`config.mk`:
```
export PLATFORM = sky130hd
export DESIGN_NAME = cpu_watchdog
export DESIGN_NICKNAME = d
export VERILOG_FILES = /design/src/rtl/cpu_watchdog_pkg.sv /design/src/rtl/cpu_watchdog_wd_channel.sv /design/src/rtl/cpu_watchdog.sv
export SDC_FILE = /design/constraint.sdc
export NUM_CORES = 1
export LEC_CHECK = 0
export BUFFER_PORTS_ARGS = -buffer_cell sky130_fd_sc_hd__buf_2
export CAP_MARGIN = 20
export CELL_PAD_IN_SITES_DETAIL_PLACEMENT = 1
export CELL_PAD_IN_SITES_GLOBAL_PLACEMENT = 2
export CORE_ASPECT_RATIO = 2
export CORE_MARGIN = 10
export CORE_UTILIZATION = 33
export DETAILED_ROUTE_END_ITERATION = 12
export PLACE_DENSITY_LB_ADDON = 0.1
export SKIP_CTS_REPAIR_TIMING = 1
export SLEW_MARGIN = 20
export SYNTH_ARGS = -nofsm -noshare
export SYNTH_HDL_FRONTEND = slang
export SYNTH_SLANG_ARGS = --single-unit
```
`constraint.sdc`:
```
create_clock -name clk -period 2.5 [get_ports clk]
set_input_delay 0.25 -clock clk [delete_from_list [all_inputs] [get_ports clk]]
set_output_delay 0.25 -clock clk [all_outputs]
set_load 0.1 [all_outputs]
```
`src/rtl/cpu_watchdog_pkg.sv`:
```
`default_nettype none
// +----------------------------------------------------------------------------+
// | Module      : cpu_watchdog_pkg                                             |
// | Description : Shared types and default parameter values for the CPU        |
// |               watchdog (channel FSM state encoding, default sizes).        |
// | Ports       : none (package)                                               |
// | Revision    : 1.0 - initial release                                        |
// +----------------------------------------------------------------------------+
package cpu_watchdog_pkg;

   // Per-channel watchdog state
   typedef enum logic [1:0] {
      WD_IDLE    = 2'd0,
      WD_COUNT   = 2'd1,
      WD_EXPIRED = 2'd2
   } wd_state_t;

   // Default parameter values for the top level
   localparam int c_def_channels      = 2;
   localparam int c_def_counter_width = 12;
   localparam int c_def_warn_margin   = 16;
   localparam int c_def_pc_width      = 32;
   localparam int c_def_halt_repeat   = 8;

endpackage : cpu_watchdog_pkg
`default_nettype wire

```
`src/rtl/cpu_watchdog_wd_channel.sv`:
```
`default_nettype none
// +----------------------------------------------------------------------------+
// | Module      : wd_channel                                                   |
// | Description : One kickable watchdog channel: timeout register, down        |
// |               counter, IDLE/COUNT/EXPIRED state machine and pre-timeout    |
// |               warning.                                                     |
// | Ports       : clk, rst       - clock, synchronous active-high reset        |
// |               i_load         - latch i_timeout into the timeout register   |
// |               i_timeout      - timeout value                               |
// |               i_enable       - channel runs while high                     |
// |               i_kick         - reload the counter while counting           |
// |               i_clear        - acknowledge an expired channel              |
// |               o_remaining    - current counter value                       |
// |               o_warn         - counting and remaining <= WARN_MARGIN       |
// |               o_expired      - channel is in EXPIRED                       |
// | Revision    : 1.0 - initial release                                        |
// +----------------------------------------------------------------------------+
module wd_channel
   import cpu_watchdog_pkg::*;
#(
   parameter int COUNTER_WIDTH = c_def_counter_width,
   parameter int WARN_MARGIN   = c_def_warn_margin
) (
   input  logic                     clk,
   input  logic                     rst,
   input  logic                     i_load,
   input  logic [COUNTER_WIDTH-1:0] i_timeout,
   input  logic                     i_enable,
   input  logic                     i_kick,
   input  logic                     i_clear,
   output logic [COUNTER_WIDTH-1:0] o_remaining,
   output logic                     o_warn,
   output logic                     o_expired
);

   wd_state_t                r_state;
   wd_state_t                w_state_nxt;
   logic [COUNTER_WIDTH-1:0] r_counter;
   logic [COUNTER_WIDTH-1:0] w_counter_nxt;
   logic [COUNTER_WIDTH-1:0] r_timeout;

   // Timeout register: a new value only takes effect at the next start/kick,
   // because the counter always reloads from the registered copy.
   always_ff @(posedge clk) begin
      if (rst) begin
         r_timeout <= '1;
      end else if (i_load) begin
         r_timeout <= i_timeout;
      end
   end

   always_ff @(posedge clk) begin
      if (rst) begin
         r_state   <= WD_IDLE;
         r_counter <= '0;
      end else begin
         r_state   <= w_state_nxt;
         r_counter <= w_counter_nxt;
      end
   end

   // Next state / counter. In COUNT the priority is
   // disable > kick > expiry > decrement, so a kick on the zero cycle
   // reloads instead of expiring and the counter never wraps.
   always_comb begin
      w_state_nxt   = r_state;
      w_counter_nxt = r_counter;
      case (r_state)
         WD_IDLE: begin
            if (i_enable) begin
               w_state_nxt   = WD_COUNT;
               w_counter_nxt = r_timeout;
            end
         end
         WD_COUNT: begin
            if (!i_enable) begin
               w_state_nxt   = WD_IDLE;
               w_counter_nxt = '0;
            end else if (i_kick) begin
               w_counter_nxt = r_timeout;
            end else if (r_counter == '0) begin
               w_state_nxt = WD_EXPIRED;
            end else begin
               w_counter_nxt = r_counter - 1'b1;
            end
         end
         WD_EXPIRED: begin
            // Kick and enable are ignored here; only clear leaves.
            w_counter_nxt = '0;
            if (i_clear) begin
               w_state_nxt = WD_IDLE;
            end
         end
         default: begin
            w_state_nxt   = WD_IDLE;
            w_counter_nxt = '0;
         end
      endcase
   end

   assign o_remaining = r_counter;
   assign o_warn      = (r_state == WD_COUNT) && (32'(r_counter) <= WARN_MARGIN);
   assign o_expired   = (r_state == WD_EXPIRED);

endmodule : wd_channel
`default_nettype wire

```
`src/rtl/cpu_watchdog.sv`:
```
`default_nettype none
// +----------------------------------------------------------------------------+
// | Module      : cpu_watchdog                                                 |
// | Description : Multi-channel kickable watchdog with pre-timeout warning     |
// |               plus a PC halt detector (PC stuck at one address).           |
// | Ports       : clk, s_reset   - clock, synchronous active-high reset        |
// |               cfg_load       - per-channel timeout latch strobe            |
// |               cfg_timeout    - shared timeout value                        |
// |               ch_enable/kick/clear - per-channel controls                  |
// |               pc_valid, pc   - monitored program counter                   |
// |               remaining      - packed counters, channel i at i*CW          |
// |               ch_warn, ch_expired - per-channel status                     |
// |               halt_detected  - sticky halt flag                            |
// |               any_fault      - registered OR of all faults                 |
// | Revision    : 1.0 - initial release                                        |
// +----------------------------------------------------------------------------+
module cpu_watchdog
   import cpu_watchdog_pkg::*;
#(
   parameter int CHANNELS      = c_def_channels,
   parameter int COUNTER_WIDTH = c_def_counter_width,
   parameter int WARN_MARGIN   = c_def_warn_margin,
   parameter int PC_WIDTH      = c_def_pc_width,
   parameter int HALT_REPEAT   = c_def_halt_repeat
) (
   input  logic                              clk,
   input  logic                              s_reset,
   input  logic [CHANNELS-1:0]               cfg_load,
   input  logic [COUNTER_WIDTH-1:0]          cfg_timeout,
   input  logic [CHANNELS-1:0]               ch_enable,
   input  logic [CHANNELS-1:0]               ch_kick,
   input  logic [CHANNELS-1:0]               ch_clear,
   input  logic                              pc_valid,
   input  logic [PC_WIDTH-1:0]               pc,
   output logic [CHANNELS*COUNTER_WIDTH-1:0] remaining,
   output logic [CHANNELS-1:0]               ch_warn,
   output logic [CHANNELS-1:0]               ch_expired,
   output logic                              halt_detected,
   output logic                              any_fault
);

   localparam int                c_halt_w   = $clog2(HALT_REPEAT + 1);
   localparam logic [c_halt_w-1:0] c_halt_max = c_halt_w'(HALT_REPEAT);

   logic [CHANNELS-1:0] w_expired;

   for (genvar g = 0; g < CHANNELS; g++) begin : g_channel
      wd_channel #(
         .COUNTER_WIDTH (COUNTER_WIDTH),
         .WARN_MARGIN   (WARN_MARGIN)
      ) u_channel (
         .clk         (clk),
         .rst         (s_reset),
         .i_load      (cfg_load[g]),
         .i_timeout   (cfg_timeout),
         .i_enable    (ch_enable[g]),
         .i_kick      (ch_kick[g]),
         .i_clear     (ch_clear[g]),
         .o_remaining (remaining[g*COUNTER_WIDTH +: COUNTER_WIDTH]),
         .o_warn      (ch_warn[g]),
         .o_expired   (w_expired[g])
      );
   end

   assign ch_expired = w_expired;

   // ---------------- Halt detector ----------------
   logic [PC_WIDTH-1:0] r_last_pc;
   logic [c_halt_w-1:0] r_halt_cnt;
   logic [c_halt_w-1:0] w_halt_cnt_nxt;
   logic                w_pc_same;
   logic                r_halt;

   // A zero count means no valid sample yet since reset, so the reset value
   // of r_last_pc is never treated as a real previous PC.
   always_comb begin
      w_pc_same      = (r_halt_cnt != '0) && (pc == r_last_pc);
      w_halt_cnt_nxt = c_halt_w'(1);
      if (w_pc_same) begin
         w_halt_cnt_nxt = (r_halt_cnt == c_halt_max) ? r_halt_cnt
                                                     : r_halt_cnt + 1'b1;
      end
   end

   always_ff @(posedge clk) begin
      if (s_reset) begin
         r_last_pc  <= '0;
         r_halt_cnt <= '0;
         r_halt     <= 1'b0;
      end else if (pc_valid) begin
         r_last_pc  <= pc;
         r_halt_cnt <= w_halt_cnt_nxt;
         if (w_halt_cnt_nxt == c_halt_max) begin
            r_halt <= 1'b1;
         end
      end
   end

   assign halt_detected = r_halt;

   // ---------------- Fault summary ----------------
   logic r_any_fault;

   always_ff @(posedge clk) begin
      if (s_reset) begin
         r_any_fault <= 1'b0;
      end else begin
         r_any_fault <= (|w_expired) | r_halt;
      end
   end

   assign any_fault = r_any_fault;

endmodule : cpu_watchdog
`default_nettype wire

```
# ---- After elaboration in Yosys (flattened, before gate mapping)
# Index checks and enable logic that the tools add are counted.
dict set report op_classes {
  n_eq_ne 17
  mux 24
  bitwise_logic 1
  magnitude_cmp 2
  addsub 3
  n_reduce_logical 14
}
# cell n
set ops {}
lappend ops {{$mux W12} 8}
lappend ops {{$pmux W12 S2} 2}
lappend ops {{$eq A32 B32 Y1} 1}
lappend ops {{$le A12 B5 Y1 const B} 2}
lappend ops {{$logic_not A12 Y1} 2}
lappend ops {{$sub A12 B1 Y12 const B} 2}
lappend ops {{$mux W2} 10}
lappend ops {{$pmux W2 S3} 2}
lappend ops {{$eq A4 B4 Y1 const B} 2}
lappend ops {{$mux W4} 2}
lappend ops {{$ne A2 B2 Y1 const B} 4}
lappend ops {{$ne A4 B4 Y1 const B} 2}
lappend ops {{$reduce_and A4 Y1} 2}
lappend ops {{$ne A3 B2 Y1 const B} 2}
lappend ops {{$ne A3 B3 Y1 const B} 2}
lappend ops {{$reduce_and A2 Y1} 3}
lappend ops {{$add A4 B1 Y4 const B} 1}
lappend ops {{$eq A2 B1 Y1 const B} 2}
lappend ops {{$eq A2 B2 Y1 const B} 2}
lappend ops {{$logic_not A2 Y1} 2}
lappend ops {{$reduce_bool A4 Y1} 1}
lappend ops {{$logic_and A1 B1 Y1} 3}
lappend ops {{$reduce_or A2 Y1} 1}
lappend ops {{$or A1 B1 Y1} 1}
dict set report word_totals {
  reg_bits 90
  inputBits 55
  out_inout_bits 30
}

# ---- Longest topological paths before layout
# Gate-level depths: netlist (run 1).
dict set report depth {
  depth_word 5
  depth_mapped 8
  depth_no_buf 7
}

# ---- By module
# From an unflattened synthesis (run 1), not the netlist that was laid out.
dict set report unflattened {
  cells_unflattened 515
  hier_area_um2 4560.6
}
# mod area_each_um2 cells_per_inst seq_area_each_um2 n_inst
set by_module_without_submodules {}
lappend by_module_without_submodules {wd_channel 1378.8 163 520.5 2}
lappend by_module_without_submodules {cpu_watchdog 1803.0 189 760.7 1}

# ---- Least setup slack after synthesis (run 1)
# OpenSTA, ideal clock, no wires.
dict set report synth_timing {
  path_kind {register -> register}
  startpoint {reg g_channel[0].u_channel.r_counter[0]}
  endpoint {reg g_channel[0].u_channel.r_counter[9]}
  required_ns 2.384
  n_path_buf 1
  t_arrival_ns 2.495
  setup_ns 0.116
  setup_slack_ns -0.111
  stages_incl_launch_ff 9
  synth_period_minus_slack_ns 2.611
  path_cell_list {dfxtp_1 inv_1 ha_1 or4b_1 nor4_4 a21oi_1 clkbuf_1 a21oi_1 a31o_2}
}
dict set report synth_via {
  elab_chain_cells 5
  word_cells_on_any_way 8
  classes_between {add/sub (1); eq/ne (1); mux (4); reduce/logical (2)}
}
# item line
set synth_lines {}
lappend synth_lines {{start, declared} cpu_watchdog_wd_channel.sv:38} ;# logic [COUNTER_WIDTH-1:0] r_counter;
lappend synth_lines {{start signal, assigned} cpu_watchdog_wd_channel.sv:58} ;# r_counter <= w_counter_nxt;
lappend synth_lines {{$sub A12 B1 Y12} cpu_watchdog_wd_channel.sv:84} ;# w_counter_nxt = r_counter - 1'b1;
lappend synth_lines {{$mux W12} cpu_watchdog_wd_channel.sv:81} ;# end else if (r_counter == '0) begin
lappend synth_lines {{$mux W12} cpu_watchdog_wd_channel.sv:79} ;# end else if (i_kick) begin
lappend synth_lines {{$mux W12} cpu_watchdog_wd_channel.sv:76} ;# if (!i_enable) begin
lappend synth_lines {{$pmux W12 S2} cpu_watchdog_wd_channel.sv:68} ;# case (r_state)
# Parallel ways exist; a longest one is shown, timed or not. The select of a mux whose other input is x is not followed.
# A chain may end at the register's enable or synchronous reset.

# ---- Final worst setup path (run 1)
dict set report layout_timing {
  startpoint {reg g_channel[0].u_channel.r_counter[5]}
  endpoint {out ch_warn[0]}
}
dict set report layout_via {
  elab_chain_cells 2
}
# item line
set layout_lines {}
lappend layout_lines {{$le A12 B5 Y1} cpu_watchdog_wd_channel.sv:102} ;# assign o_warn = (r_state == WD_COUNT) && (32'(r_counter) <= WARN_MARGIN);
lappend layout_lines {{$logic_and A1 B1 Y1} cpu_watchdog_wd_channel.sv:102}
lappend layout_lines {{end, declared} cpu_watchdog.sv:36} ;# output logic [CHANNELS-1:0] ch_warn,
# No other way between the ends.

==> impl_metrics.env, run 1 <==
export IMPL_outcome="finished, final reports clean"
export IMPL_crit_arrival_ns=2.18
export IMPL_yosys_most_used_dff="sky130_fd_sc_hd__dfxtp_1"
export IMPL_cts_root_to_sink_buffers=2
export IMPL_synth_ff_latch_count=90
export IMPL_async_reset_ff_share_pct=0
export IMPL_cts_buffers=9
export IMPL_drive_above_1_share_pct=23.9
export IMPL_total_via_count_after_detailed_routing=3978
export IMPL_io_buffers=84
export IMPL_core_area_um2=13400
export IMPL_holdCritStartpoint="cfg_timeout[10]"
export IMPL_synth_cell_area_um2=4450
export IMPL_drc_errors=0
export IMPL_floorplan_die_width_um=102
export IMPL_share_of_the_yosys_chip_area_belonging_to_registers_pct=40.4
export IMPL_syn_instance_count=500
export IMPL_syn_nets=559
export IMPL_clock_latency_ns=0.34
export IMPL_i_o_pin_cnt=85
export IMPL_numClockSinks=90
export IMPL_wire_length_of_the_first_global_routing_pass_mm=22.3
export IMPL_fin_setup_tns_ns=0
export IMPL_initial_utilization_pct=33.3
export IMPL_worstReg2RegStart="g_channel[0].u_channel.o_remaining[1]$_SDFFE_PP0P_"
export IMPL_worst_pin_slew_ns=0.735
export IMPL_place_congestion=0.862
export IMPL_clk_transition_reported_paths_ns=0.07
export IMPL_worst_endpoint_required_ns=2.25
export IMPL_drv_cap=0
export IMPL_ys_types=60
export IMPL_synth_edff_count=0
export IMPL_max_slew_margin_rel_pct=51.0
export IMPL_wl_mm=14.0
export IMPL_critPathLaunchType="flip-flop"
export IMPL_max_fclk_ghz=0.412
export IMPL_path_max_fanout=7
export IMPL_final_min_clock_period_ns=2.43
export IMPL_track_usage_pct=15.2
export IMPL_power_per_cell_area_nw_per_um2=703
export IMPL_die_area_um2=18800
export IMPL_n_antenna_cell=0
export IMPL_nature_of_the_critical_path_endpoint="primary output"
export IMPL_post_route_worst_setup_slack_ns=0.0740
export IMPL_power_leakage_uw=0.00232
export IMPL_critical_path_slowest_cell="sky130_fd_sc_hd__or4_4"
export IMPL_synth_warning_count=0
export IMPL_antenna_found_initial=0
export IMPL_h_tree_level_count=3
export IMPL_timing_clock_skew_ns=0.00829
export IMPL_die_height_um=184
export IMPL_route_antenna_remaining_nets=0
export IMPL_wl_per_cell_um=18.8
export IMPL_drt_first_pass_iters=4
export IMPL_via_per_inst=5.36
export IMPL_post_place_ws_ns=0.258
export IMPL_cts_root_buf="sky130_fd_sc_hd__clkbuf_16"
export IMPL_critical_path_class="reg -> out"
export IMPL_timing_final_crit_share_pct=97.0
export IMPL_critical_path_startpoint="g_channel[0].u_channel.o_remaining[5]$_SDFFE_PP0P_"
export IMPL_worst_hold_path_type="in -> reg"
export IMPL_drt_first_iter_violations=139
export IMPL_power_ir_vdd_worst_mv=0.327
export IMPL_grt_max_degree=69
export IMPL_final_hold_worst_slack_ns=0.127
export IMPL_clock_tree_from_tritoncts="done"
export IMPL_placementRows=60
export IMPL_dp_final_hpwl_mm=10.8
export IMPL_delay_contributed_by_the_slowest_stage_of_the_critical_path_ns=0.58
export IMPL_critical_path_cell_chain="or4_4 > or2_2 > a2111oi_2 > buf_4 > buf_12"
export IMPL_final_hold_fails=0
export IMPL_report_final_slew_viol_count=0
export IMPL_number_of_global_route_vias_before_repair=4257
export IMPL_syn_mean_instance_area_um2=8.91
export IMPL_unrepaired_setup_endpoints_after_global_routing="false"
export IMPL_nets=641
export IMPL_grt_overflow_total=0
export IMPL_setup_viol=0
export IMPL_area_growth_syn_to_layout_pct=21.6
==> critical path, delay by kind of cell (launching register included) <==
family / cells / cell delay [ns]
AOI/OAI and AO/OA: 1 / 0.22
buffers and inverters: 2 / 0.34
DFF: 1 / 0.35
and+or+nand+nor: 2 / 0.92
==> final cells by class <==
type                       count  area, um^2
clock inverter                 7        50.0
tap                          155         194
inverter                      13        48.8
fill                        1600        7950
timing repair buffer         105         621
clock buffer                   9         225
sequential                    90        1810
multi-input combinational    363        2470
==> path summary, 6_finish.rpt <==
kind                                                              to  slack [ns]  depth (start not counted)
hold / removal     g_channel[0].u_channel.r_timeout[10]$_SDFFE_PP1P_        0.13                          2
setup reg to reg  g_channel[0].u_channel.o_remaining[1]$_SDFFE_PP0P_        0.24                          7
hold reg to reg   g_channel[1].u_channel.o_remaining[7]$_SDFFE_PP0P_        0.50                          2
setup / recovery                                          ch_warn[0]        0.07                          5
==> sequential cells by signal (all words and copies together) (netlist names) <==
name / count
g_channel.u_channel.r_timeout: 24
r_halt_cnt: 4
r_last_pc: 32
halt_detected: 1
g_channel.u_channel.r_state: 4
any_fault: 1
g_channel.u_channel.o_remaining: 24
==> cells in the final DEF (no fill, tap or decap), drive strengths merged, types with 3 or more instances in the layout <==
| master | synthesis | routed |
|---|---|---|
| a2111oi | 5 | 5 |
| a211o | 24 | 24 |
| a211oi | 8 | 8 |
| a21oi | 18 | 18 |
| a221oi | 4 | 4 |
| a22o | 3 | 3 |
| a22oi | 9 | 9 |
| buf | 9 | 105 |
| clkbuf | 25 | 9 |
| clkinv | 0 | 4 |
| dfxtp | 90 | 90 |
| ha | 4 | 4 |
| inv | 13 | 16 |
| mux2i | 32 | 32 |
| nand2 | 22 | 22 |
| nand3 | 5 | 5 |
| nand4 | 11 | 11 |
| nor2 | 70 | 70 |
| nor2b | 27 | 27 |
| nor3 | 16 | 16 |
| nor4 | 9 | 9 |
| o21ai | 12 | 12 |
| or2 | 4 | 4 |
| or3 | 3 | 3 |
| or4 | 3 | 3 |
| xnor2 | 32 | 32 |
| xor2 | 7 | 7 |
==> where the power goes <==
part / internal (uW) / total [uW] / switching (uW)
combinational: 295 / 896 / 601
clock: 681 / 1270 / 592
sequential: 1540 / 1640 / 101
total: 2510 / 3810 / 1290
==> per-stage QoR <==
step | util [%] | instances | total power, uW | cell area [um^2]
floorplan | - | 500 | 2300 | 4460
global placement | 38.4 | 726 | 2550 | 5130
detailed placement | 38.4 | 726 | 2570 | 5130
CTS | 40.4 | 742 | 3870 | 5400
global route | 40.5 | 742 | 4010 | 5420
finish | 40.5 | 742 | 3810 | 5420
==> cell usage after synthesis (2+ instances only) <==
| cell type | instances | share of area [%] |
|---|---|---|
| sky130_fd_sc_hd__a31oi_1 | 2 | 0.28 |
| sky130_fd_sc_hd__xor2_1 | 7 | 1.4 |
| sky130_fd_sc_hd__or3_1 | 2 | 0.28 |
| sky130_fd_sc_hd__o31ai_1 | 2 | 0.34 |
| sky130_fd_sc_hd__a22o_1 | 3 | 0.59 |
| sky130_fd_sc_hd__nor2b_1 | 27 | 3.8 |
| sky130_fd_sc_hd__buf_2 | 3 | 0.34 |
| sky130_fd_sc_hd__nand4_1 | 11 | 1.5 |
| sky130_fd_sc_hd__ha_1 | 4 | 1.1 |
| sky130_fd_sc_hd__a41oi_1 | 2 | 0.39 |
| sky130_fd_sc_hd__o32ai_1 | 2 | 0.39 |
| sky130_fd_sc_hd__nor4_1 | 8 | 1.1 |
| sky130_fd_sc_hd__or2_2 | 3 | 0.42 |
| sky130_fd_sc_hd__clkbuf_1 | 25 | 2.1 |
| sky130_fd_sc_hd__or4_1 | 2 | 0.34 |
| sky130_fd_sc_hd__a21oi_1 | 18 | 2.0 |
| sky130_fd_sc_hd__o21ai_0 | 11 | 1.2 |
| sky130_fd_sc_hd__o41a_1 | 2 | 0.51 |
| sky130_fd_sc_hd__inv_1 | 13 | 1.1 |
| sky130_fd_sc_hd__a211oi_1 | 8 | 1.3 |
| sky130_fd_sc_hd__nand2_1 | 22 | 1.9 |
| sky130_fd_sc_hd__mux2i_1 | 32 | 7.2 |
| sky130_fd_sc_hd__buf_4 | 5 | 0.84 |
| sky130_fd_sc_hd__a32o_1 | 2 | 0.45 |
| sky130_fd_sc_hd__nor3_1 | 16 | 1.8 |
| sky130_fd_sc_hd__a221oi_1 | 4 | 0.79 |
| sky130_fd_sc_hd__a22oi_1 | 9 | 1.5 |
| sky130_fd_sc_hd__a31o_2 | 2 | 0.39 |
| sky130_fd_sc_hd__a2111oi_0 | 4 | 0.79 |
| sky130_fd_sc_hd__nand3_1 | 5 | 0.56 |
| sky130_fd_sc_hd__dfxtp_1 | 90 | 40 |
| sky130_fd_sc_hd__xnor2_1 | 32 | 6.3 |
| sky130_fd_sc_hd__a211o_1 | 24 | 4.7 |
| sky130_fd_sc_hd__nor2_1 | 70 | 5.9 |
| sky130_fd_sc_hd__nand3b_1 | 2 | 0.34 |
| sky130_fd_sc_hd__a21o_1 | 2 | 0.34 |
==> cell families after synthesis <==
kind of cell,count (synthesis),synth area share (%)
muxes,32,7.19
xor gates and xnor gates,39,7.67
buffers and inverters,47,4.47
DFF,90,40.4
and+or+nand+nor,182,21.1
adders and majority gates,4,1.12
AOI/OAI and AO/OA,106,18.0
==> per-layer routing <==
layer,vias to the layer above,part of all wire (%),track usage (%)
met1,1920,38,15.1
met4,0,2.8,6.58
li1,1965,-,-
met5,-,0,0
met3,15,4.2,3.23
met2,78,55,28.8
Note: power is estimated with default switching activity, not from simulation.
==> run 2, diff against run 1 <==
CORE_MARGIN = not set   (was 10)
SYNTH_HIERARCHICAL = 1   (was not set)
==> run 2 against run 1 <==
  * Cell area is 1.6% higher
  * Non-clock buffer count decreased by 7
  * Area after synthesis is 2.4% higher
  * Clock power grew 6%
  * Core utilization up 0.41 points
  * Register-to-register slack hardly changed
  * First-iteration DRC count fell by 17%
  * Count of clock-buffer cells in the layout stayed put
  * Synthesized cell count up 3.0%
  * Final cell count rose by 0.94%
  * Via count increased by 3.5%
==> impl_metrics.env, run 2 <==
export IMPL_register_containing_the_most_flip_flops_in_the_final_layout="r_last_pc"
export IMPL_n_antenna_cell=0
export IMPL_fin_setup_tns_ns=0
export IMPL_clock_tree_from_tritoncts="done"
export IMPL_outcome="finished, final reports clean"
export IMPL_yosys_most_used_dff="sky130_fd_sc_hd__dfxtp_1"
export IMPL_ys_types=51
export IMPL_unrepaired_setup_endpoints_after_global_routing="false"
export IMPL_power_per_cell_area_nw_per_um2=701
export IMPL_nature_of_the_critical_path_endpoint="primary output"
export IMPL_syn_mean_instance_area_um2=8.86
export IMPL_place_congestion=0.794
export IMPL_numClockSinks=90
export IMPL_synth_ff_latch_count=90
export IMPL_yosys_cell_count_top_type="sky130_fd_sc_hd__dfxtp_1"
export IMPL_share_of_the_yosys_chip_area_belonging_to_registers_pct=39.5
export IMPL_cts_root_to_sink_buffers=2
export IMPL_final_hold_fails=0
export IMPL_totalPowerFinal_uw=3860
export IMPL_syn_nets=574
export IMPL_cts_buffers=9
export IMPL_layout_core_utilization_pct=40.9
export IMPL_clk_transition_reported_paths_ns=0.07
export IMPL_synth_warning_count=6
export IMPL_path_max_fanout=9
export IMPL_worst_pin_slew_ns=0.697
export IMPL_setup_viol=0
export IMPL_synth_top_cells_by_area="sky130_fd_sc_hd__dfxtp_1 40%, sky130_fd_sc_hd__mux2i_1 12%, sky130_fd_sc_hd__xor2_1 4.8%"
export IMPL_wl_per_cell_um=18.0
export IMPL_initial_utilization_pct=33.9
export IMPL_post_route_worst_setup_slack_ns=0.212
export IMPL_wl_mm=13.5
export IMPL_drive_above_1_share_pct=24.2
export IMPL_crit_arrival_ns=2.04
export IMPL_wire_length_of_the_first_global_routing_pass_mm=21.5
export IMPL_critical_path_startpoint="g_channel[1].u_channel/o_remaining[8]$_SDFFE_PP0P_"
export IMPL_i_o_pin_cnt=85
export IMPL_core_area_um2=13400
export IMPL_timing_clock_skew_ns=0.00904
export IMPL_power_leakage_uw=0.00240
export IMPL_floorplan_die_width_um=85.1
export IMPL_critPathLaunchType="flip-flop"
export IMPL_layout_cells_most_common="sky130_fd_sc_hd__buf_2"
export IMPL_worstReg2RegStart="g_channel[0].u_channel/o_remaining[0]$_SDFFE_PP0P_"
export IMPL_design_area_um2=5500
export IMPL_synth_cell_area_um2=4560
export IMPL_drt_first_iter_violations=115
export IMPL_placementRows=60
export IMPL_placed_area_um2=5210
export IMPL_syn_instance_count=515
export IMPL_drc_errors=0
export IMPL_report_final_slew_viol_count=0
export IMPL_synth_top_area_share_pct=39.5
export IMPL_reg2reg_depth=7
export IMPL_critical_path_class="reg -> out"
export IMPL_max_fclk_ghz=0.437
export IMPL_synth_edff_count=0
export IMPL_die_height_um=168
export IMPL_track_usage_pct=19.4
export IMPL_max_slew_margin_rel_pct=53.3
export IMPL_n_fill_cell=1605
export IMPL_number_of_global_route_vias_before_repair=4259
export IMPL_cts_root_buf="sky130_fd_sc_hd__clkbuf_16"
export IMPL_final_min_clock_period_ns=2.29
export IMPL_most_common_layout_cells="84 x sky130_fd_sc_hd__buf_2, 70 x sky130_fd_sc_hd__dfxtp_1, 56 x sky130_fd_sc_hd__mux2i_1"
export IMPL_post_place_ws_ns=0.252
export IMPL_timing_final_crit_share_pct=91.5
export IMPL_r2r_end="g_channel[0].u_channel/o_remaining[0]$_SDFFE_PP0P_"
export IMPL_die_area_um2=14300
export IMPL_power_ir_vdd_worst_mv=0.371
export IMPL_h_tree_level_count=3
export IMPL_route_antenna_remaining_nets=0
export IMPL_worst_hold_path_type="in -> reg"
export IMPL_via_per_inst=5.50
export IMPL_dp_final_hpwl_mm=10.5
export IMPL_clock_latency_ns=0.34
export IMPL_number_of_flip_flops_under_the_largest_register_name=32
export IMPL_critPathCapture="ch_warn[1]"
export IMPL_antenna_found_initial=0
export IMPL_grt_overflow_total=0
export IMPL_drt_first_pass_iters=4
export IMPL_io_buffers=84
export IMPL_nets=648
export IMPL_synthTopCellsByCount="90 x sky130_fd_sc_hd__dfxtp_1, 56 x sky130_fd_sc_hd__mux2i_1, 52 x sky130_fd_sc_hd__nor2_1, 43 x sky130_fd_sc_hd__nand2_1, 29 x sky130_fd_sc_hd__a21oi_1"
export IMPL_regToRegSetupSlack_ns=0.23
export IMPL_drv_cap=0
export IMPL_area_growth_syn_to_layout_pct=20.6
export IMPL_grt_max_degree=43
export IMPL_netlist_top_cell_by_area="sky130_fd_sc_hd__dfxtp_1"
export IMPL_worst_endpoint_required_ns=2.25
export IMPL_total_via_count_after_detailed_routing=4117
export IMPL_async_reset_ff_share_pct=0
## run 2: kinds of logic (layout without fill, tap and decap cells)
kind of cell,after synthesis,after routing,synth area share (%)
simple gates,183,183,21.2
mux,56,56,12.3
xor+xnor,33,33,6.34
buf+inv,48,127,4.72
flops,90,90,39.5
fa+ha+maj,4,4,1.10
compound gates,101,101,14.9
## run 2: critical path, cell delays in order (launching register included)
cell and delay [ns]:
sky130_fd_sc_hd__dfxtp_4 0.36, sky130_fd_sc_hd__or4_4 0.62, sky130_fd_sc_hd__a2111oi_4 0.22, sky130_fd_sc_hd__buf_2 0.49
## run 2: layout make-up
cell class / count / area (um^2) / share of cell area (%)
clock buffers: 9 / 225 / 4.09
flip-flops and latches: 90 / 1840 / 33.4
inverters: 13 / 48.8 / 0.887
multi-input cells: 377 / 2590 / 47.1
clock inverters: 7 / 70.1 / 1.27
repair buffers: 98 / 538 / 9.78
well taps: 155 / 194 / 3.53
## run 2: metrics by stage
step / hold WS [ns] / std cells
6_report: 0.148 / 749
5_1_grt: 0.148 / 749
4_1_cts: 0.140 / 749
3_5_place_dp: 0.458 / 733
3_3_place_gp: 0.454 / 733
2_1_floorplan: 0.358 / 515
## run 2: metal layers
metal | vias up | part of all wire, % | GRT usage, %
met2 | 80 | 57 | 38.7
li1 | 2005 | - | -
met5 | - | 0 | 0
met3 | 23 | 3.5 | 3.53
met4 | 0 | 3.3 | 9.51
met1 | 2009 | 36 | 18.3
## run 2: report_power, final
group,internal [uW],switching (uW),leakage (uW)
logic,259,599,0.00151
clock network,771,583,0.000135
registers,1540,109,0.000751
total,2570,1290,0.00240
## run 2: worst min path at each step
stage                                                                    end  cells after the start  slack (ns)                                              from
after global routing       g_channel[0].u_channel/r_timeout[11]$_SDFFE_PP1P_                      3        0.15                                   cfg_timeout[11]
after global placement      g_channel[1].u_channel/r_timeout[4]$_SDFFE_PP1P_                      2        0.45  g_channel[1].u_channel/r_timeout[4]$_SDFFE_PP1P_
final                       g_channel[0].u_channel/r_timeout[8]$_SDFFE_PP1P_                      3        0.15                                    cfg_timeout[8]
after floorplan           g_channel[0].u_channel/o_remaining[5]$_SDFFE_PP0P_                      1        0.36                                           s_reset
after detailed placement    g_channel[0].u_channel/r_timeout[4]$_SDFFE_PP1P_                      2        0.46  g_channel[0].u_channel/r_timeout[4]$_SDFFE_PP1P_
after CTS                   g_channel[1].u_channel/r_timeout[8]$_SDFFE_PP1P_                      3        0.14                                    cfg_timeout[8]
==> run 3, diff against run 2 <==
REMOVE_ABC_BUFFERS = 1   (was not set)
==> run 3 against run 2 <==
  * Routed wire length increased by 2.0%
  * Hold slack got worse by 0.0056 ns
  * Die area unchanged
  * Core utilization about the same
  * Global-route usage increased by 0.47 points
  * Non-clock buffer count increased by 5
  * Register-to-register slack about the same
  * Clock skew decreased by 0.00085 ns
  * Maximum frequency decreased by 4.6%
  * Final cell count increased by 0.67%
  * Power increased by 1.8%
==> impl_metrics.env, run 3 (synthesized netlist as in run 2, its figures left out) <==
export IMPL_area_growth_syn_to_layout_pct=20.8
export IMPL_drt_first_pass_iters=4
export IMPL_grt_overflow_total=0
export IMPL_setup_viol=0
export IMPL_report_final_slew_viol_count=0
export IMPL_timing_clock_skew_ns=0.00819
export IMPL_worst_pin_slew_ns=0.755
export IMPL_number_of_flip_flops_under_the_largest_register_name=32
export IMPL_register_containing_the_most_flip_flops_in_the_final_layout="r_last_pc"
export IMPL_critical_path_class="reg -> out"
export IMPL_initial_utilization_pct=33.9
export IMPL_drc_errors=0
export IMPL_path_max_fanout=6
export IMPL_outcome="finished, final reports clean"
export IMPL_via_per_inst=5.49
export IMPL_grt_use_met3_pct=3.87
export IMPL_io_buffers=84
export IMPL_h_tree_level_count=3
export IMPL_crit_arrival_ns=2.15
export IMPL_worst_endpoint_required_ns=2.25
export IMPL_fin_setup_tns_ns=0
export IMPL_grt_met2_usage_pct=39.6
export IMPL_drt_first_iter_violations=86
export IMPL_total_via_count_after_detailed_routing=4138
export IMPL_n_antenna_cell=0
export IMPL_numClockSinks=90
export IMPL_post_route_worst_setup_slack_ns=0.101
export IMPL_track_usage_pct=19.9
export IMPL_gr_usage_met1_pct=18.9
export IMPL_clock_tree_from_tritoncts="done"
export IMPL_cts_root_buf="sky130_fd_sc_hd__clkbuf_16"
export IMPL_nature_of_the_critical_path_endpoint="primary output"
export IMPL_final_min_clock_period_ns=2.40
export IMPL_number_of_global_route_vias_before_repair=4370
export IMPL_wl_mm=13.7
export IMPL_wl_per_cell_um=18.2
export IMPL_drv_cap=0
export IMPL_floorplan_die_width_um=85.1
export IMPL_wire_length_of_the_first_global_routing_pass_mm=22.0
export IMPL_place_congestion=0.798
export IMPL_final_hold_worst_slack_ns=0.142
export IMPL_critPathLaunchType="flip-flop"
export IMPL_power_leakage_uw=0.00243
export IMPL_max_slew_margin_rel_pct=49.5
export IMPL_worst_hold_path_type="in -> reg"
export IMPL_cts_root_to_sink_buffers=2
export IMPL_grt_max_degree=63
export IMPL_drive_above_1_share_pct=21.5
export IMPL_final_hold_fails=0
export IMPL_die_area_um2=14300
export IMPL_antenna_found_initial=0
export IMPL_power_ir_vdd_worst_mv=0.361
export IMPL_placementRows=60
export IMPL_post_place_ws_ns=0.0647
export IMPL_layout_cells_most_common="sky130_fd_sc_hd__dfxtp_1"
export IMPL_die_height_um=168
export IMPL_nets=653
export IMPL_max_fclk_ghz=0.417
export IMPL_core_area_um2=13400
export IMPL_clock_latency_ns=0.35
export IMPL_clk_transition_reported_paths_ns=0.07
export IMPL_power_per_cell_area_nw_per_um2=713
export IMPL_i_o_pin_cnt=85
export IMPL_route_antenna_remaining_nets=0
export IMPL_dp_final_hpwl_mm=10.5
export IMPL_most_common_layout_cells="90 x sky130_fd_sc_hd__dfxtp_1, 82 x sky130_fd_sc_hd__buf_2, 56 x sky130_fd_sc_hd__mux2i_1"
export IMPL_cts_buffers=9
export IMPL_unrepaired_setup_endpoints_after_global_routing="false"
export IMPL_globalRoute_busiestLayer="met2"
export IMPL_timing_final_crit_share_pct=96.0
-- run 3: layout make-up --
cell class / instances / area [um^2]
tap: 155 / 194
inverter: 13 / 48.8
fill: 1615 / 7930
sequential: 90 / 1800
clock inverter: 7 / 85.1
multi-input combinational: 377 / 2560
timing repair buffer: 103 / 593
clock buffer: 9 / 225
-- run 3: layer usage --
| layer | vias up | routed length (um) |
|---|---|---|
| met3 | 24 | 479 |
| met5 | - | 0 |
| li1 | 2013 | - |
| met4 | 0 | 481 |
| met1 | 2026 | 4880 |
| met2 | 75 | 7900 |
-- run 3: final timing paths --
| path | startpoint | to | slack [ns] | cells after the start |
|---|---|---|---|---|
| hold reg to reg | g_channel[0].u_channel/r_timeout[8]$_SDFFE_PP1P_ | g_channel[0].u_channel/r_timeout[8]$_SDFFE_PP1P_ | 0.48 | 2 |
| hold / removal | cfg_timeout[9] | g_channel[0].u_channel/r_timeout[9]$_SDFFE_PP1P_ | 0.14 | 3 |
| setup / recovery | g_channel[0].u_channel/o_remaining[5]$_SDFFE_PP0P_ | ch_warn[0] | 0.10 | 4 |
| setup reg to reg | g_channel[1].u_channel/o_remaining[0]$_SDFFE_PP0P_ | g_channel[1].u_channel/o_remaining[6]$_SDFFE_PP0P_ | 0.24 | 6 |
-- run 3: stage by stage --
step / power (uW) / util (%) / cells / area (um^2)
6_report: 3930 / 41.0 / 754 / 5510
4_1_cts: 3980 / 40.9 / 754 / 5490
3_3_place_gp: 2520 / 38.6 / 738 / 5180
2_1_floorplan: 2230 / - / 480 / 4390
3_5_place_dp: 2530 / 38.6 / 738 / 5180
5_1_grt: 4110 / 41.0 / 754 / 5510
-- run 3: power breakdown --
| part | internal, uW | switching (uW) | total, uW |
|---|---|---|---|
| clock network | 797 | 631 | 1430 |
| registers | 1530 | 99.6 | 1630 |
| logic | 263 | 607 | 871 |
-- run 3: critical path, cell delays in order, from the launching register on --
cell and delay (ns):
sky130_fd_sc_hd__dfxtp_1 0.33, sky130_fd_sc_hd__or4_1 0.70, sky130_fd_sc_hd__a2111oi_2 0.42, sky130_fd_sc_hd__buf_4 0.19
sky130_fd_sc_hd__buf_12 0.16
